===== config.mk =====
export PLATFORM = sky130hd
export DESIGN_NAME = fetch_unit
export DESIGN_NICKNAME = d
export VERILOG_FILES = /design/src/rtl/fetch_unit.sv
export SDC_FILE = /design/constraint.sdc
export NUM_CORES = 1
export LEC_CHECK = 0
export ABC_CLOCK_PERIOD_IN_PS = 3950
export BUFFER_PORTS_ARGS = -buffer_cell sky130_fd_sc_hd__buf_2
export CORE_MARGIN = 1
export CORE_UTILIZATION = 55
export CTS_CLUSTER_SIZE = 14
export DETAILED_ROUTE_END_ITERATION = 10
export GPL_ROUTABILITY_DRIVEN = 0
export GPL_TIMING_DRIVEN = 0
export PLACE_DENSITY_LB_ADDON = 0.2
export SLEW_MARGIN = 20
export SYNTH_ARGS = -nofsm -noshare
export SYNTH_HDL_FRONTEND = slang
export SYNTH_SLANG_ARGS = --single-unit
export TNS_END_PERCENT = 20

===== constraint.sdc =====
create_clock -name clock_i -period 3.95 [get_ports clock_i]
set_clock_uncertainty 0.05 [all_clocks]
set_input_delay 0.395 -clock clock_i [delete_from_list [all_inputs] [get_ports clock_i]]
set_output_delay 0.395 -clock clock_i [all_outputs]
set_load 0.02 [all_outputs]

===== src/rtl/fetch_unit.sv =====
// fetch_unit - instruction fetch stage, producer side of the decode input.
//
// Keeps the PC and issues one-word reads to a synchronous instruction memory
// with 1-cycle latency. It splits each returned word into decode fields and
// buffers responses in a small FIFO, so a decode stall never loses a word.
// A redirect flushes everything buffered and restarts fetch at the target.
//
// Ports:
//   clock_i              clock, rising edge
//   resetn_i             synchronous reset, active-low
//   enable_i             fetch run enable (0 = issue no new requests)
//   stall_i              decode stall; the output stage holds
//   redirect_i           branch redirect pulse
//   redirectAddr_i       redirect target
//   imemReq_o            memory read request
//   imemAddr_o           memory read address
//   imemValid_i          read data valid, one cycle after the request
//   imemData_i           instruction word
//   enable_o             output fields valid
//   isBranch_o           word[29]
//   instructionFormat_o  word[28] (1 = reg-imm, 0 = reg-reg)
//   opcode_o             word[27:21]
//   primOperand_o        word[20:16]
//   secOperand_o         word[15:0]
//   pc_o                 address of the word on the outputs
//   flushBack_o          one-cycle flush pulse to decode
module fetch_unit #(
  parameter int                ADDR_W   = 16,
  parameter logic [ADDR_W-1:0] RESET_PC = '0,
  parameter int                DEPTH    = 2
) (
  input  logic              clock_i,
  input  logic              resetn_i,
  input  logic              enable_i,
  input  logic              stall_i,
  input  logic              redirect_i,
  input  logic [ADDR_W-1:0] redirectAddr_i,
  output logic              imemReq_o,
  output logic [ADDR_W-1:0] imemAddr_o,
  input  logic              imemValid_i,
  input  logic [31:0]       imemData_i,
  output logic              enable_o,
  output logic              isBranch_o,
  output logic              instructionFormat_o,
  output logic [6:0]        opcode_o,
  output logic [4:0]        primOperand_o,
  output logic [15:0]       secOperand_o,
  output logic [ADDR_W-1:0] pc_o,
  output logic              flushBack_o
);

  localparam int PTR_W = (DEPTH > 1) ? $clog2(DEPTH) : 1;
  localparam int CNT_W = $clog2(DEPTH + 1);

  function automatic logic [PTR_W-1:0] ptr_inc(input logic [PTR_W-1:0] p);
    return (p == PTR_W'(DEPTH - 1)) ? '0 : p + 1'b1;
  endfunction

  // Stage p0: PC and request issue
  logic [ADDR_W-1:0] pc_p0;
  logic              vld_p0;
  logic [ADDR_W-1:0] addr_p0;

  // Stage p1: response capture and FIFO
  logic              vld_p1;
  logic [ADDR_W-1:0] addr_p1;
  logic              drop_p1;
  logic [29:0]       fifo_word [DEPTH];
  logic [ADDR_W-1:0] fifo_pc   [DEPTH];
  logic [PTR_W-1:0]  rd_ptr;
  logic [PTR_W-1:0]  wr_ptr;
  logic [CNT_W-1:0]  fifo_cnt;

  // Stage p2: registered decode outputs
  logic              vld_p2;
  logic [29:0]       word_p2;
  logic [ADDR_W-1:0] pc_p2;
  logic              flush_p2;

  logic              consume;
  logic              out_free;
  logic              rsp_take;
  logic              fifo_empty;
  logic              load_head;
  logic              bypass;
  logic              push;
  logic [CNT_W:0]    occ;
  logic              issue;
  logic              unused_hi;

  assign unused_hi  = &{1'b0, imemData_i[31:30]};

  assign consume    = vld_p2 & ~stall_i;
  assign out_free   = ~vld_p2 | consume;
  assign rsp_take   = imemValid_i & vld_p1 & ~drop_p1 & ~redirect_i;
  assign fifo_empty = (fifo_cnt == '0);
  assign load_head  = out_free & ~fifo_empty;
  assign bypass     = out_free & fifo_empty & rsp_take;
  assign push       = rsp_take & ~bypass;

  // A response landing in the FIFO this cycle already owns a slot, and the
  // request on the bus now will need one next cycle; a pop is not credited.
  assign occ   = {1'b0, fifo_cnt} + {{CNT_W{1'b0}}, push} + {{CNT_W{1'b0}}, vld_p0};
  assign issue = enable_i & (occ < (CNT_W + 1)'(DEPTH));

  always_ff @(posedge clock_i) begin
    if (!resetn_i) begin
      pc_p0    <= RESET_PC;
      vld_p0   <= 1'b0;
      addr_p0  <= '0;
      vld_p1   <= 1'b0;
      drop_p1  <= 1'b0;
      rd_ptr   <= '0;
      wr_ptr   <= '0;
      fifo_cnt <= '0;
      vld_p2   <= 1'b0;
      word_p2  <= '0;
      pc_p2    <= '0;
      flush_p2 <= 1'b0;
    end else begin
      vld_p1 <= vld_p0;
      if (redirect_i) begin
        pc_p0    <= redirectAddr_i;
        vld_p0   <= 1'b0;
        drop_p1  <= vld_p0;
        rd_ptr   <= '0;
        wr_ptr   <= '0;
        fifo_cnt <= '0;
        vld_p2   <= 1'b0;
        flush_p2 <= 1'b1;
      end else begin
        flush_p2 <= 1'b0;
        drop_p1  <= 1'b0;
        if (issue) begin
          vld_p0  <= 1'b1;
          addr_p0 <= pc_p0;
          pc_p0   <= pc_p0 + 1'b1;
        end else begin
          vld_p0  <= 1'b0;
        end
        if (load_head) begin
          vld_p2  <= 1'b1;
          word_p2 <= fifo_word[rd_ptr];
          pc_p2   <= fifo_pc[rd_ptr];
          rd_ptr  <= ptr_inc(rd_ptr);
        end else if (bypass) begin
          vld_p2  <= 1'b1;
          word_p2 <= imemData_i[29:0];
          pc_p2   <= addr_p1;
        end else if (consume) begin
          vld_p2  <= 1'b0;
        end
        if (push) begin
          wr_ptr <= ptr_inc(wr_ptr);
        end
        fifo_cnt <= fifo_cnt + CNT_W'(push) - CNT_W'(load_head);
      end
    end
  end

  always_ff @(posedge clock_i) begin
    addr_p1 <= addr_p0;
    if (push) begin
      fifo_word[wr_ptr] <= imemData_i[29:0];
      fifo_pc[wr_ptr]   <= addr_p1;
    end
  end

  assert property (@(posedge clock_i) disable iff (!resetn_i)
    !(push && !load_head && (fifo_cnt == CNT_W'(DEPTH))));

  assign imemReq_o           = vld_p0;
  assign imemAddr_o          = addr_p0;
  assign enable_o            = vld_p2;
  assign isBranch_o          = word_p2[29];
  assign instructionFormat_o = word_p2[28];
  assign opcode_o            = word_p2[27:21];
  assign primOperand_o       = word_p2[20:16];
  assign secOperand_o        = word_p2[15:0];
  assign pc_o                = pc_p2;
  assign flushBack_o         = flush_p2;

endmodule


==> reports/results.tsv <==
metric	value	unit
outcome	complete, no violations	
path_delay_family	buffers and inverters	
timing.rr.start	fifo_cnt[1]$_SDFF_PP0_	
clkTransAtPathRegs	0.06	ns
relSlewSlack	0.301	
async_reset_ff_frac	0	
cpPeakStageDelay	0.48	ns
crit_end	fifo_cnt[1]$_SDFF_PP0_	
initial_core_util	0.571	
clock-sinks	196	
synth.top_cells.by_area	edfxtp_1, dfxtp_1, mux2i_1	
critPathLaunchType	register	
r2r_slack	1.11	ns
core_area	13400	um2
hold_ws	0.126	ns
min_path_type	input port to register	
die_h	120	um
drive_gt1_frac	0.202	
worstPathArrival	3.09	ns
period_needed	2.84	ns
insertedDiodeCount	0	
grt_overflow	0	
cts_tree	yes	
antenna_found_initial	0	
crit_slowest_cell	clkbuf_1	
routedWlPerCell	17.5	um
fillers	1068	
endpoint_kind	register	
cts_setup_buffers	0	
r2r_cells	10	
grt_pass1_wl	26600	um
r2r-end	fifo_cnt[1]$_SDFF_PP0_	
postCtsHoldBufs	0	
drt_iter0_markers	500	
netlist_instances	632	
ir_drop	0.355	mV
dp_cells	926	
grt_pass1_vias	5236	
required	4.19	ns
port-buffer-count	116	
post-route-util	0.673	
crit_type	register to register	
synth-edff-count	92	
crit_chain	buf_6, a2bb2oi_1, clkbuf_1, clkbuf_1, ha_1, inv_1, ha_1, xor2_1, xnor2_1, nor2_1	
crit_fanout	10	
num_vias	5434	
num_rows	42	
ctsResizeCount	0	
grt_util_all_layers	0.243	
drtAntennaViolNets	0	
setup_violations	0	
clock_path_buffers	2	
syn_to_final_growth	17.9	%
crit_start	fifo_cnt[1]$_SDFF_PP0_	
drtPass1Iterations	4	
final_hold_viol_count	0	
tightestPinTransition	1.04	ns
synthTopCellsByCount	dfxtp_1, nand2_1, edfxtp_1	
synth_top_area_frac	0.361	
synth_seq_cells	196	
crit_cells	10	
ioPinCount	119	
synthesis.nets	690	
finalMaxSlewViolations	0	
vias_per_cell	5.67	
synth_cell_types	51	
drc_errors	0	
dieArea	14400	um2
ys_seq_area_frac	0.633	
clock_latency	0.43	ns
grt_max_degree	47	
instances_no_fill	958	
grt_setup_unrepaired	false	
routed_wl	16700	um
cap_violations	0	
nets	827	
fmax	0.352	GHz
yosys_warnings	0	
synthFlopType	dfxtp_1	
die_w	120	um
dp_hpwl	11300	um
synth_area_leader_cell	edfxtp_1	
netlist_area	7650	um2
p_per_area	427	nW/um2
yosysMostFrequentCell	dfxtp_1	
timing.critical_path.buf_inv	4	
leakage	3.12	nW
cts_buffers	17	
avgSynthCellArea	12.1	um2
clock-root-buffer	clkbuf_16	
fin_crit_sh	0.720	
htreeDepth	4	
fin_tns_setup	0	ns
## state kept, by name (all words and copies together), names as in the netlist, named ones only
signal / cells
fifo_pc: 32
pc_p0: 16
fifo_cnt: 2
wr_ptr: 1
fifo_word: 60
drop_p1: 1
word_p2: 30
addr_p1: 16
imemReq_o: 1
pc_o: 16
rd_ptr: 1
vld_p1: 1
flushBack_o: 1
enable_o: 1
imemAddr_o: 16
## power by group
part / switching, W / internal, W / total, W
logic: 0.0000829 / 0.0000616 / 0.000144
registers: 0.0000288 / 0.00215 / 0.00218
clock network: 0.000683 / 0.000848 / 0.00153
## metrics by stage
stage | cell area, um2 | setup slack, ns | power, W
2_1_floorplan | 7650 | 0.653 | 0.00229
3_3_place_gp | 8450 | -0.810 | 0.00235
3_5_place_dp | 8510 | 1.04 | 0.00236
4_1_cts | 9020 | 1.10 | 0.00386
5_1_grt | 9020 | 0.966 | 0.00396
6_report | 9020 | 1.11 | 0.00385
## per-layer routing
layer  part of all wire  GRT usage  vias to the layer above
met5                  0          0                        -
met4              0.019     0.0930                        0
met3              0.054     0.0566                       26
met2               0.49      0.403                      186
met1               0.44      0.307                     2612
li1                   -          -                     2610
## worst min path at each step
stage / cells past startpoint / to / slack [ns] / start
3_3_place_gp: 0 / addr_p1[8]$_DFF_P_ / 0.31 / imemAddr_o[8]$_SDFFE_PN0P_
6_report: 1 / fifo_word[0][16]$_DFFE_PP_ / 0.13 / imemData_i[16]
2_1_floorplan: 0 / fifo_pc[0][0]$_DFFE_PP_ / 0.38 / addr_p1[0]$_DFF_P_
3_5_place_dp: 0 / addr_p1[8]$_DFF_P_ / 0.32 / imemAddr_o[8]$_SDFFE_PN0P_
4_1_cts: 1 / fifo_word[1][28]$_DFFE_PP_ / 0.11 / imemData_i[28]
5_1_grt: 1 / fifo_word[0][2]$_DFFE_PP_ / 0.11 / imemData_i[2]
## kinds of logic (layout without fill, tap and decap cells)
family                   count (synthesis)  count (layout)  share of synthesized area
flip-flops                             196             196                      0.633
AND/OR/NAND/NOR                        176             176                      0.108
AO/OA/AOI/OAI                          139             139                      0.136
multiplexers                            63              63                     0.0824
buffers and inverters                   48             198                     0.0271
XOR/XNOR                                 6               6                    0.00687
adder cells (fa/ha/maj)                  4               4                    0.00654
## cells in the final DEF (no fill, tap or decap), types with 5 or more instances in the layout
cell type  count
dfxtp_1      104
a31oi_1        7
clkbuf_1      35
o211ai_1      47
nor2_1         9
nand2_1      101
a21boi_0      46
mux2i_1       63
o21ai_0       13
nor3_1         5
inv_1          5
clkbuf_16     17
edfxtp_1      92
nand4_1        6
nor2b_1       17
buf_2        123
nand3_1       13
## area by class of cell
class                      count  area (um2)  area share
timing repair buffer         118         621      0.0688
clock buffer                  26         489      0.0542
multi-input combinational    388        2610       0.290
sequential                   196        4840       0.537
inverter                       6        22.5     0.00250
clock inverter                 6        27.5     0.00305
tap                          176         220      0.0244
buffer                        42         185      0.0205
No activity file was read; power rests on OpenSTA's default activity.
